File: src/rtl/pipe_add32.sv
// Two-stage pipelined adder/subtractor with valid/ready handshake.
// Low half resolves in stage 1, high half in stage 2 using the registered low carry.

module pipe_add32_cla #(
  parameter int N = 4
) (
  input  logic [N-1:0] a,
  input  logic [N-1:0] b,
  input  logic         ci,
  output logic [N-1:0] s,
  output logic         co
);
  logic [N-1:0] g, p;
  logic [N:0]   c;

  // Each carry is the flat lookahead sum of generate terms, not a ripple.
  always_comb begin
    logic t, pr;
    g    = a & b;
    p    = a ^ b;
    c    = '0;
    c[0] = ci;
    for (int k = 0; k < N; k++) begin
      t  = g[k];
      pr = p[k];
      for (int j = k - 1; j >= 0; j--) begin
        t  = t | (pr & g[j]);
        pr = pr & p[j];
      end
      c[k+1] = t | (pr & ci);
    end
  end

  assign s  = p ^ c[N-1:0];
  assign co = c[N];
endmodule

module pipe_add32_chain #(
  parameter int N = 16
) (
  input  logic [N-1:0] a,
  input  logic [N-1:0] b,
  input  logic         ci,
  output logic [N-1:0] s,
  output logic         co
);
  localparam int NS = (N + 3) / 4;

  logic [NS:0] c;
  assign c[0] = ci;

  // Slices of 4; the last one takes whatever width remains.
  for (genvar i = 0; i < NS; i++) begin : g_slice
    localparam int SW = (i == NS - 1) ? (N - 4 * i) : 4;
    pipe_add32_cla #(.N(SW)) u_cla (
      .a  (a[4*i +: SW]),
      .b  (b[4*i +: SW]),
      .ci (c[i]),
      .s  (s[4*i +: SW]),
      .co (c[i+1])
    );
  end

  assign co = c[NS];
endmodule

module pipe_add32 #(
  parameter int WIDTH = 32
) (
  input  logic             clk,
  input  logic             rst_n,
  input  logic             in_valid,
  output logic             in_ready,
  input  logic [WIDTH-1:0] a,
  input  logic [WIDTH-1:0] b,
  input  logic             cin,
  input  logic             sub,
  output logic             out_valid,
  input  logic             out_ready,
  output logic [WIDTH-1:0] sum,
  output logic             cout,
  output logic             ovf
);
  localparam int H = WIDTH / 2;

  typedef struct packed {
    logic [H-1:0] lo_sum;
    logic         lo_c;
    logic [H-1:0] a_hi;
    logic [H-1:0] b_hi;
  } s1_t;

  logic             s1_valid, s2_valid;
  logic             adv1, adv2;
  s1_t              s1;
  logic [WIDTH-1:0] b_eff;
  logic             c0;
  logic [H-1:0]     lo_s, hi_s;
  logic             lo_c, hi_c;
  logic             msb_cin;

  assign adv2      = !s2_valid || out_ready;
  assign adv1      = !s1_valid || adv2;
  assign in_ready  = adv1;
  assign out_valid = s2_valid;

  // Subtraction is a + ~b + 1, so cin is ignored when sub is set.
  assign b_eff = sub ? ~b : b;
  assign c0    = sub | cin;

  pipe_add32_chain #(.N(H)) u_lo (
    .a  (a[H-1:0]),
    .b  (b_eff[H-1:0]),
    .ci (c0),
    .s  (lo_s),
    .co (lo_c)
  );

  pipe_add32_chain #(.N(H)) u_hi (
    .a  (s1.a_hi),
    .b  (s1.b_hi),
    .ci (s1.lo_c),
    .s  (hi_s),
    .co (hi_c)
  );

  assign msb_cin = s1.a_hi[H-1] ^ s1.b_hi[H-1] ^ hi_s[H-1];

  always_ff @(posedge clk or negedge rst_n) begin
    if (!rst_n) begin
      s1_valid <= 1'b0;
      s1       <= '0;
    end else if (adv1) begin
      s1_valid <= in_valid;
      if (in_valid) begin
        s1.lo_sum <= lo_s;
        s1.lo_c   <= lo_c;
        s1.a_hi   <= a[WIDTH-1:H];
        s1.b_hi   <= b_eff[WIDTH-1:H];
      end
    end
  end

  always_ff @(posedge clk or negedge rst_n) begin
    if (!rst_n) begin
      s2_valid <= 1'b0;
      sum      <= '0;
      cout     <= 1'b0;
      ovf      <= 1'b0;
    end else if (adv2) begin
      s2_valid <= s1_valid;
      if (s1_valid) begin
        sum  <= {hi_s, s1.lo_sum};
        cout <= hi_c;
        ovf  <= msb_cin ^ hi_c;
      end
    end
  end
endmodule

File: config.mk
export PLATFORM = sky130hd
export DESIGN_NAME = pipe_add32
export DESIGN_NICKNAME = d
export VERILOG_FILES = /design/src/rtl/pipe_add32.sv
export SDC_FILE = /design/constraint.sdc
export NUM_CORES = 1
export LEC_CHECK = 0
export ABC_AREA = 1
export CAP_MARGIN = 25
export CORE_UTILIZATION = 25
export CTS_BUF_LIST = sky130_fd_sc_hd__clkbuf_4 sky130_fd_sc_hd__clkbuf_8
export CTS_CLUSTER_DIAMETER = 60
export CTS_CLUSTER_SIZE = 14
export DETAILED_ROUTE_END_ITERATION = 6
export SYNTH_ARGS = -nofsm -noshare
export SYNTH_HDL_FRONTEND = slang
export SYNTH_SLANG_ARGS = --single-unit
File: constraint.sdc
create_clock -name clk -period 2.45 [get_ports clk]
set_input_delay 0.245 -clock clk [delete_from_list [all_inputs] [get_ports clk]]
set_output_delay 0.245 -clock clk [all_outputs]
set_load 0.02 [all_outputs]
After elaboration in Yosys (flattened, before gate mapping)
Cells that the tools add are included.
- logic and storage cells: 253
- bits of input ports: 70
- output and inout bits: 36
- bits in registers: 85
- reduce and logical (&&, ||, !) cells: 6
- multiplexer cells: 1
- bitwise gates (word level): 237
- operators by type and width (kind ; number):
    $and A1 B1 Y1 ; 128
    $or A1 B1 Y1 ; 81
    $xor A4 B4 Y4 ; 16
    $and A4 B4 Y4 ; 8
    $mux W32 ; 1
    $not A32 Y32 ; 1
    $reduce_and A2 Y1 ; 2
    $xor A1 B1 Y1 ; 3
    $logic_not A1 Y1 ; 2
    $logic_or A1 B1 Y1 ; 2

Logic depth before layout (Yosys ltp)
- word-level depth: 15
- gate-level depth with buffers: 18
- mapped depth without buffers: 16

Cells and area by module
A second synthesis with hierarchy kept.
- cells, all modules: 608
- area, all modules: 4918.5 um2
- by module, submodules not included (module ; instances ; area each (um2) ; seq. area each (um2) ; cells each):
    pipe_add32 ; 1 ; 3534.6 ; 2127.0 ; 392
    pipe_add32_cla at u_hi.g_slice[3].u_cla ... ; 5 ; 173.9 ; 0.0 ; 27
    pipe_add32_cla at u_hi.g_slice[0].u_cla ... ; 3 ; 171.4 ; 0.0 ; 27

Least setup slack after synthesis
No wires, ideal clock.
- path kind: in2reg
- start: input sub
- end: register s1[46] in the netlist's numbering
- setup slack: -0.002 ns
- arrival time: 2.369 ns
- stages on the path: 15
- data required time: 2.367 ns
- buffers on the path: 2
- cell sequence: buf_4 > buf_2 > xnor2_1 > inv_1 > ha_1 > inv_1 > nor3b_2 > nand3_2 > nand2_2 > nand2_1 > nand2_2 > inv_1 > fa_1 > xor2_1 > o21ai_0
- word-level cells in the longest chain between the ends: 14
- elaborated cells between the ends (all ways): 46
- classes of those cells: mux: 1; bitwise: 45
- ends and longest elaborated chain (element ; RTL line ; text):
    start: declaration ; 77 ; input logic sub,
    $mux W32 ; 108 ; assign b_eff = sub ? ~b : b;
    $xor A4 B4 Y4 / $and A4 B4 Y4 (equally long branches) ; 20, 19 ;
    $and A1 B1 Y1 (on tied branches) ; 27, 28 ;
    $or A1 B1 Y1 (tied with other cells) (2 in series) ; 27 ; t = t | (pr & g[j]);
    $or A1 B1 Y1 / $and A1 B1 Y1 (equally long branches) ; 27, 30 ;
    $or A1 B1 Y1 ; 30 ; c[k+1] = t | (pr & ci);
    $and A1 B1 Y1 ; 30 ;
    $or A1 B1 Y1 ; 30 ;
    $and A1 B1 Y1 ; 30 ;
    $or A1 B1 Y1 ; 30 ;
    $and A1 B1 Y1 ; 30 ;
    $or A1 B1 Y1 ; 30 ;
    $xor A4 B4 Y4 * ; 34 ; assign s = p ^ c[N-1:0];
    end: declaration ; 95 ; s1_t s1;
Every way passes the cells marked *; elsewhere a longest branch is shown, timed or not.
A chain may end at the register's enable or synchronous reset.

Worst setup path in the final report
- start: input b[4]
- end: register s1[46] in the netlist's numbering
- word-level cells in the longest chain between the ends: 11
- elaborated cells between the ends (all ways): 14
- classes of those cells: mux: 1; bitwise: 13
- ends and longest elaborated chain (element ; RTL line ; text):
    start: declaration ; 75 ; input logic [WIDTH-1:0] b,
    $not A32 Y32 ; 108 ;
    $mux W32 * ; 108 ;
    $and A4 B4 Y4 / $xor A4 B4 Y4 (equally long branches) ; 19, 20 ;
    $and A1 B1 Y1 (on tied branches) ; 27, 28 ;
    $or A1 B1 Y1 / $and A1 B1 Y1 (equally long branches) ; 27, 30 ;
    $or A1 B1 Y1 * ; 30 ;
    $and A1 B1 Y1 * ; 30 ;
    $or A1 B1 Y1 * ; 30 ;
    $and A1 B1 Y1 * ; 30 ;
    $or A1 B1 Y1 * ; 30 ;
    $xor A4 B4 Y4 * ; 34 ;
Marks and branches as above.

==> summary.md <==
| Metric | Value |
|---|---|
| Hold WC Path Type | `in2async` |
| Cell area power density | `about 860 nW/um^2` |
| Crit path from | `b[4]` |
| Vias in the first global route | `approximately 4000` |
| Fmax | `455 MHz` |
| Clk buf depth | `2` |
| Hold-fix buffers at CTS | `1` |
| Worst Path Arrival | `between 2000 and 2500 ps` |
| YS warnings | `0` |
| Final hold viol count | `0` |
| CTS tree | `done` |
| Max-slew headroom | `0.650` |
| Total power | `between 5 and 6 mW` |
| Port-buffer cells | `105` |
| N_diodes | `0` |
| Clock root buffer | `clkbuf_8` |
| Routed Antenna Nets | `0` |
| Routed WL per cell | `12.1 microns` |
| Cells after synthesis | `roughly 590` |
| Clock sink count | `between 80 and 90` |
| Area leader, netlist | `dfrtp_1` |
| Postcts setup bufs | `0` |
| Req. time, crit path | `roughly 2800 ps` |
| GRT Total Usage | `0.128` |
| WL final | `approximately 12 mm` |
| Critical Path Fanout Max | `4` |
| RD Place Congestion | `just over 0.8` |
| GRT Residual Overflow | `0` |
| Setup TNS Final | `0 ps` |
| Num CTS Buffers | `9` |
| Sequential area share after synthesis | `0.433` |
| Critical path type | `in2reg` |
| Setup violators final | `0` |
| Reg clk slew, reported paths | `90 ps` |
| Flop and latch count out of synthesis | `85` |
| Core area | `between 15000 and 20000 sq um` |
| Commonest non-fill, non-tap cells in the layout | `nand2_1 (213), clkdlybuf4s50_1 (103), dfrtp_1 (85)` |
| Initial antenna violation count | `0` |
| Slew Viols, Final | `0` |
| Synthesized area | `roughly 5000 sq um` |
| Critical path capture point type | `register` |
| Die outline width | `approximately 140 microns` |
| Worst Clk Skew | `slightly below 9 ps` |
| Die Y | `about 140 microns` |
| Worst Tran Pin Value | `526 ps` |
| Worst r2r src | `s1[2]` |
| Syn nets | `699` |
| Post-synth EDFFs | `0` |
| Total number of vias | `4069` |
| Top-area cell type share of the netlist area | `0.433` |
| Asr flop ratio synth | `1.00` |
| Layout cells sized above 1 | `0.0922` |
| Die Area | `between 20000 and 25000 sq um` |
| Initial Util | `0.259` |
| Nets | `between 800 and 900` |
| DRC viols | `0` |
| Syn avg cell area | `around 8.3 sq um` |
| Max Cap Viol | `0` |
| Boundary pin count | `106` |
| Largest net degree at the start of global routing | `48` |
| CP Launch Type | `input port` |
| Netlist cell types | `36` |
| Via-to-Cell Ratio | `~4.2` |
| Area Overhead vs Synth | `36.6%` |
| Largest cells by area after synthesis | `dfrtp_1 (43%), nand2_1 (16%), ha_1 (8.2%)` |
| Initial drt markers | `~160` |
| Cell Rows | `50` |
| Status | `complete, no violations` |
| RSZ-0062 raised after global routing | `no` |
| First-pass GRT wire length | `around 20 mm` |
| Lkg Pwr | `3.24 nW` |
| Post-CTS Resized | `0` |
| Most common cell after layout, fill and taps aside | `nand2_1` |
| Depth of the CTS H-tree | `3` |
| VDD IR max | `roughly 0.27 mV` |
| Fin crit share | `0.897` |
| Min cycle time layout | `around 2200 ps` |
| Primary FF master, synth | `dfrtp_1` |
| Detail Placement HPWL | `8.89 mm` |
| Clk_lat worst skew | `between 300 and 400 ps` |
| Worst reg-to-reg path cell count | `12` |
| DR pass1 iterations | `4` |
[critical path: stages]
cell,delay (ps)
clkdlybuf4s50_1,500
xnor2_2,130
inv_1,60
ha_1,290
inv_1,50
nor3b_2,180
nand3_2,90
nand2_2,100
nand2_1,70
nand2_2,70
inv_1,50
fa_1,370
xor2_1,140
o21ai_0,150
[cell usage after synthesis (2+ instances only)]
cell        n
or2_1       3
ha_1       32
nand4_1     2
clkbuf_1    9
fa_1        8
nand3_2     3
nand3b_1    4
a31oi_1     2
nand2_2    10
xor2_1     18
nand2_1   215
inv_1      47
o21ai_0    39
o21ai_1     4
nand3_1    24
buf_2       9
a21oi_1    18
xnor2_1    25
dfrtp_1    85
o21bai_1    2
inv_2       2
nor2_1     14
[path summary, 6_finish.rpt]
| check | end | slack (ps) |
|---|---|---|
| max in group asynchronous | s1[14] | 1420 |
| hold / removal | s1[18] | 380 |
| setup reg to reg | sum[29] | 270 |
| setup / recovery | s1[46] | 250 |
| min in group clk | s1[15] | 380 |
| hold reg to reg | sum[15] | 480 |
[routing by layer]
metal / wire length (microns) / track usage / vias up
met3: 483 / 0.0306 / 17
met1: 5560 / 0.161 / 1866
met4: 207 / 0.0487 / 0
met5: 0 / 0 / -
met2: 5590 / 0.211 / 74
li1: - / - / 2112
[kinds of logic after synthesis]
kind of cell,count (synthesis),synth area share
AND/OR/NAND/NOR,279,0.239
flip-flops,85,0.433
AO/OA/AOI/OAI,72,0.0805
buffers and inverters,70,0.0566
XOR/XNOR,43,0.0767
adder cells (fa/ha/maj),40,0.114
[through the flow]
stage / hold slack, ps / std cells / util / worst slack (ps) / area, sq um
floorplan: -50.6 / 589 / - / 36.8 / 4920
global placement: 254 / 960 / 0.339 / -101 / 6430
detailed placement: 260 / 960 / 0.339 / -161 / 6430
CTS: 368 / 976 / 0.354 / 245 / 6710
global route: 396 / 976 / 0.354 / 119 / 6710
finish: 379 / 976 / 0.354 / 252 / 6710
[layout make-up]
type | count | area [sq um]
Clock buffer | 11 | 145
Clock inverter | 4 | 120
Inverter | 50 | 188
Multi-Input combinational cell | 434 | 2520
Tap cell | 260 | 325
Fill cell | 2006 | 12200
Sequential cell | 85 | 2130
Timing Repair Buffer | 132 | 1290
[report_power, final]
part / internal [mW] / total, mW / switching [mW]
combinational: 1.11 / 2.38 / 1.27
sequential: 1.82 / 2.07 / 0.253
clock: 0.815 / 1.33 / 0.513
total: 3.74 / 5.78 / 2.03
[sequential cells by signal, summed over array words and instances (netlist names)]
signal	cells
out_valid	1
s1	49
s1_valid	1
sum	32
cout	1
ovf	1
Power figures use the tool's default switching activity.
